### src/rtl/uart_rx_fifo.sv
// rtl/uart_rx_fifo.sv - UART receiver feeding a first-word-fall-through byte FIFO.
// Defining UART_RX_PARITY_EN switches the frame from 8N1 to 8E1.
module uart_rx_fifo #(
    parameter int CLK_HZ     = 50000000,
    parameter int BAUD       = 115200,
    parameter int DEPTH_LOG2 = 4
) (
    input  logic       CLK,
    input  logic       RST_N,
    input  logic       RX,
    output logic [7:0] FIFO_OUT,
    output logic       FIFO_V_N,
    input  logic       FIFO_RD,
    output logic       OVERRUN,
    output logic       FRAME_ERR
);
    localparam int CPB   = CLK_HZ / BAUD;
    localparam int HALF  = CPB / 2;
    localparam int DEPTH = 1 << DEPTH_LOG2;
    localparam int CW    = $clog2(CPB + 1);
    localparam int NW    = DEPTH_LOG2 + 1;

`ifdef UART_RX_PARITY_EN
    typedef enum logic [2:0] {S_IDLE, S_START, S_DATA, S_PARITY, S_STOP, S_BREAK} state_t;
`else
    typedef enum logic [2:0] {S_IDLE, S_START, S_DATA, S_STOP, S_BREAK} state_t;
`endif

    state_t          state;
    logic            rx_meta;
    logic            rxs;
    logic            rxs_d;
    logic [CW-1:0]   baud_cnt;
    logic [2:0]      bit_cnt;
    logic [7:0]      shreg;
    logic            push;
    logic [7:0]      push_data;
    logic            frame_err;
    logic            baud_tick;
`ifdef UART_RX_PARITY_EN
    logic            par_bit;
`endif

    assign baud_tick = (baud_cnt == CW'(1));

    // baud_cnt is a down counter; the sample point is the cycle it reads 1.
    always_ff @(posedge CLK) begin
        if (!RST_N) begin
            rx_meta   <= 1'b1;
            rxs       <= 1'b1;
            rxs_d     <= 1'b1;
            state     <= S_IDLE;
            baud_cnt  <= '0;
            bit_cnt   <= '0;
            shreg     <= '0;
            push      <= 1'b0;
            push_data <= '0;
            frame_err <= 1'b0;
`ifdef UART_RX_PARITY_EN
            par_bit   <= 1'b0;
`endif
        end else begin
            rx_meta   <= RX;
            rxs       <= rx_meta;
            rxs_d     <= rxs;
            push      <= 1'b0;
            frame_err <= 1'b0;
            case (state)
                S_IDLE: begin
                    baud_cnt <= '0;
                    if (rxs_d && !rxs) begin
                        state    <= S_START;
                        baud_cnt <= CW'(HALF);
                    end
                end
                S_START: begin
                    if (baud_tick) begin
                        if (!rxs) begin
                            state    <= S_DATA;
                            baud_cnt <= CW'(CPB);
                            bit_cnt  <= '0;
                        end else begin
                            state    <= S_IDLE;
                            baud_cnt <= '0;
                        end
                    end else begin
                        baud_cnt <= baud_cnt - CW'(1);
                    end
                end
                S_DATA: begin
                    if (baud_tick) begin
                        shreg    <= {rxs, shreg[7:1]};
                        baud_cnt <= CW'(CPB);
                        if (bit_cnt == 3'd7) begin
`ifdef UART_RX_PARITY_EN
                            state <= S_PARITY;
`else
                            state <= S_STOP;
`endif
                        end else begin
                            bit_cnt <= bit_cnt + 3'd1;
                        end
                    end else begin
                        baud_cnt <= baud_cnt - CW'(1);
                    end
                end
`ifdef UART_RX_PARITY_EN
                S_PARITY: begin
                    if (baud_tick) begin
                        par_bit  <= rxs;
                        baud_cnt <= CW'(CPB);
                        state    <= S_STOP;
                    end else begin
                        baud_cnt <= baud_cnt - CW'(1);
                    end
                end
`endif
                S_STOP: begin
                    if (baud_tick) begin
                        baud_cnt <= '0;
                        if (rxs) begin
                            state <= S_IDLE;
`ifdef UART_RX_PARITY_EN
                            if (^{shreg, par_bit} == 1'b0) begin
                                push      <= 1'b1;
                                push_data <= shreg;
                            end else begin
                                frame_err <= 1'b1;
                            end
`else
                            push      <= 1'b1;
                            push_data <= shreg;
`endif
                        end else begin
                            frame_err <= 1'b1;
                            state     <= S_BREAK;
                        end
                    end else begin
                        baud_cnt <= baud_cnt - CW'(1);
                    end
                end
                S_BREAK: begin
                    if (rxs) begin
                        state <= S_IDLE;
                    end
                end
                default: state <= S_IDLE;
            endcase
        end
    end

    logic [7:0]            mem [DEPTH];
    logic [DEPTH_LOG2-1:0] rd_ptr;
    logic [DEPTH_LOG2-1:0] wr_ptr;
    logic [NW-1:0]         count;
    logic                  pop;
    logic                  full;
    logic                  wr_en;
    logic                  overrun;

    assign pop   = FIFO_RD && (count != '0);
    assign full  = (count == NW'(DEPTH));
    // A pop on the same edge frees the slot, so a full FIFO still accepts.
    assign wr_en = push && (!full || pop);

    always_ff @(posedge CLK) begin
        if (RST_N && wr_en) begin
            mem[wr_ptr] <= push_data;
        end
    end

    always_ff @(posedge CLK) begin
        if (!RST_N) begin
            rd_ptr  <= '0;
            wr_ptr  <= '0;
            count   <= '0;
            overrun <= 1'b0;
        end else begin
            overrun <= push && full && !pop;
            if (wr_en) begin
                wr_ptr <= wr_ptr + DEPTH_LOG2'(1);
            end
            if (pop) begin
                rd_ptr <= rd_ptr + DEPTH_LOG2'(1);
            end
            case ({wr_en, pop})
                2'b10:   count <= count + NW'(1);
                2'b01:   count <= count - NW'(1);
                default: count <= count;
            endcase
        end
    end

    assign FIFO_OUT  = (count != '0) ? mem[rd_ptr] : 8'h00;
    assign FIFO_V_N  = (count == '0);
    assign OVERRUN   = overrun;
    assign FRAME_ERR = frame_err;
endmodule

### config.mk
export PLATFORM = sky130hd
export DESIGN_NAME = uart_rx_fifo
export DESIGN_NICKNAME = d
export VERILOG_FILES = /design/src/rtl/uart_rx_fifo.sv
export SDC_FILE = /design/constraint.sdc
export NUM_CORES = 1
export LEC_CHECK = 0
export CORE_ASPECT_RATIO = 1.75
export CORE_MARGIN = 2
export CORE_UTILIZATION = 40
export CTS_CLUSTER_DIAMETER = 120
export DETAILED_ROUTE_END_ITERATION = 12
export GPL_TIMING_DRIVEN = 0
export HOLD_SLACK_MARGIN = 0.15
export PLACE_DENSITY = 0.64
export SLEW_MARGIN = 20
export SYNTH_ARGS = -nofsm -noshare
export SYNTH_HDL_FRONTEND = slang
export SYNTH_SLANG_ARGS = --single-unit
### constraint.sdc
create_clock -name CLK -period 2.5 [get_ports CLK]
set_clock_uncertainty 0.15 [all_clocks]
set_input_delay 0.625 -clock CLK [delete_from_list [all_inputs] [get_ports CLK]]
set_output_delay 0.625 -clock CLK [all_outputs]
set_load 0.02 [all_outputs]
==> metrics <==
status=complete, but fails checks; failing checks=negative setup slack; met3 Use GR=3.15%; Post-synth EDFFs=128; number of max-slew violations in the final report=0; met1 Usage GRT=17.8%; Post-Syn Instances=499; final setup margin=-0.331 ns; Sw Ratio=27.4%; RD Place Congestion=0.812; drt total wl=15.3 mm; most frequent cell after synthesis=edfxtp_1; Hold Crit Depth=1; sequential share of the synthesized area=66.1%; simple-gate share of the synthesized area=9.58%; top cells by count, synth=edfxtp_1 (128), dfxtp_1 (54), mux2i_1 (34), mux4_2 (32); drt drc=0; R2R Setup Slk=-0.19 ns; TritonCTS Buffers=17; GRT overflow=0; Synth Area in XOR/XNOR=1.29%; largest vdd supply drop=0.546 mV; DIE WIDTH=107 µm; synthesis-stage register bit count=182; Net Count, Synth=513; ranking of synthesized cells by area=edfxtp_1 (52%), dfxtp_1 (15%), mux4_2 (9.7%); Final Hold Viols=0; Critical Path Source Type=flop; crit-path cells=buf_12 -> mux4_2 -> mux2i_2 -> o22ai_4 -> buf_4; Setup violations, final=10; post-synthesis cell type count=45; via count=4278; Layout Area Growth over Synthesis=22.8%; leading area contributor after synthesis=edfxtp_1; fin crit period=2.83 ns; initial antenna violation count=0; core box area=18400 µm²; MaxCap Viol Count=0; Core Rows=66; fin nets=565; worst hold endpoint=rxs; CP max FO=10; Max clock buf depth=2; ys flop type=edfxtp_1; Total GRT Usage=16.7%; fraction of registers with async set/reset=0%; initial core utilization=40.4%; startpoint of the worst hold path=rx_meta; TritonRoute pass-1 iters=5; Vias per Instance=5.33; crit-path max cell delay=0.54 ns; clk sinks=182; worst-margin pin slew=0.753 ns; Mapped Avg Cell Area=14.9 µm²; worst slack, placed=-0.920 ns; internal power component=0.00566 W; Clock Power Share=32.5%; leakage power=2.94 nW; switching power=0.00214 W; clock-pin slew on the worst setup and hold paths=0.06 ns; CTS HTree Levels=4; WL/cell=19.1 µm; CP max-delay cell=mux4_2; Final ANT Viol Nets=0; critical path class=flop to primary output; area share of the largest cell type after synthesis=51.6%; share of cells above drive strength 1=30.0%; Compound-Gate Fraction of Synth Area=4.87%; hold slack=0.263 ns; Clk Latency, worst-skew pair=0.43 ns; post-synthesis mux area share=14.4%; main combinational cell family by area after synthesis=multiplexers; Root Driver=clkbuf_16; fmax=353 MHz; synth warn=0; RSZ-0062 raised after global routing=true; CP Data Required Time=1.73 ns; endpoint type of the worst setup path=primary output; Initial DRC Count=215; Comb pwr share=24.6%; cell count of the worst reg-to-reg path=12; fin crit share=113%; Power, Total=0.00780 W; worst path arrival time=2.06 ns; diode count=0; RR Startpoint=count[1]; busiest layer in global routing=met2; first-pass GRT wire length=24.3 mm; IO Count=15; Reg power frac=42.9%; met2 GRT Util=31.5%; synthesized area=7450 µm²; dpl hpwl=10.2 mm; HP Class=flop to flop; Synth Area in Adders=1.68%; area of the die=19800 µm²; Die H=184 µm; vias in the first global route=4379; RR Endpoint=count[4]; CTS tree=yes; largest net degree at the start of global routing=18; Power per Cell Area=853 nW/µm²; slew margin rel.=49.7%; count of input and output buffers=13
layer usage:
metal | vias to the layer above | part of all wire [%] | wire [µm]
met2 | 93 | 58 | 8830
met4 | 0 | 2.4 | 373
met5 | - | 0 | 0
li1 | 2004 | - | -
met3 | 25 | 2.7 | 407
met1 | 2156 | 37 | 5690
sequential cells by signal (all words and copies together), names as in the netlist, 3 cells and up, named ones only:
register	cells
mem	128
rd_ptr	4
count	5
shreg	8
baud_cnt	9
state	3
bit_cnt	3
wr_ptr	4
push_data	8
cells in the final DEF, fill, tap and decap left out, types with 13 or more instances in the layout:
cell type  Yosys  final
edfxtp_1     128    128
dfxtp_1       54     47
mux4_2        32     32
buf_4          1     26
nand2_1       26     26
mux2i_1       34     22
nor2b_1       20     20
clkbuf_16      0     19
clkbuf_1      21     13
nor2_4         0     13
nor2_1        26     13
logic make-up (layout without fill, tap and decap cells):
logic type      Yosys count  in the layout
xor+xnor                 11             11
fa+ha+maj                10             10
mux                      67             67
buf+inv                  38            103
simple gates            134            134
compound gates           57             57
flops                   182            182
how the worst max path moves through the flow:
stage	from	end	slack [ns]	depth (start not counted)
6_report	flop	FIFO_OUT[5]	-0.33	5
5_1_grt	flop	FIFO_OUT[5]	-0.41	5
4_1_cts	flop	FIFO_OUT[4]	-0.37	5
3_5_place_dp	flop	FIFO_OUT[0]	-0.92	6
3_3_place_gp	flop	FIFO_OUT[0]	-0.90	6
2_1_floorplan	count[2]	count[4]	-0.03	12
power by group through the flow:
stage	clock [W]	sequential (W)	combinational, W
2_1_floorplan	0	0.00337	0.00112
3_3_place_gp	0	0.00338	0.00150
3_5_place_dp	0	0.00339	0.00153
4_1_cts	0.00259	0.00334	0.00174
5_1_grt	0.00271	0.00335	0.00206
6_report	0.00253	0.00334	0.00192
critical path, delay by kind of cell (launching register included):
| kind | cells | cell delay, ns |
|---|---|---|
| AO/OA/AOI/OAI | 1 | 0.10 |
| buffers and inverters | 2 | 0.33 |
| flip-flops | 1 | 0.41 |
| multiplexers | 2 | 0.80 |
repair_timing:
action                                  4_1_cts  5_1_grt
setup buffers                                12       13
pin swaps                                     7       11
endpoints found under the setup margin      158      163
resized for setup                           118       40
gates cloned                                  1        0
hold buffers                                  0        0
layout make-up:
class | instances | area [µm²]
Fill cell | 1496 | 9270
Sequential cell | 182 | 4950
Multi-Input combinational cell | 279 | 2780
Clock buffer | 20 | 480
Timing Repair Buffer | 39 | 362
Tap cell | 238 | 298
Buffer | 22 | 150
Clock inverter | 12 | 86.3
Inverter | 10 | 40.0
per-stage QoR:
step | instances | utilization [%] | TNS, ns | cell area [µm²]
floorplan | 499 | - | -0.0311 | 7530
global placement | 750 | 43.2 | -79.30 | 7960
detailed placement | 750 | 43.2 | -84.94 | 7960
CTS | 791 | 48.1 | -2.96 | 8860
global route | 802 | 49.6 | -3.79 | 9140
finish | 802 | 49.6 | -2.65 | 9140
Power figures use the tool's default switching activity.
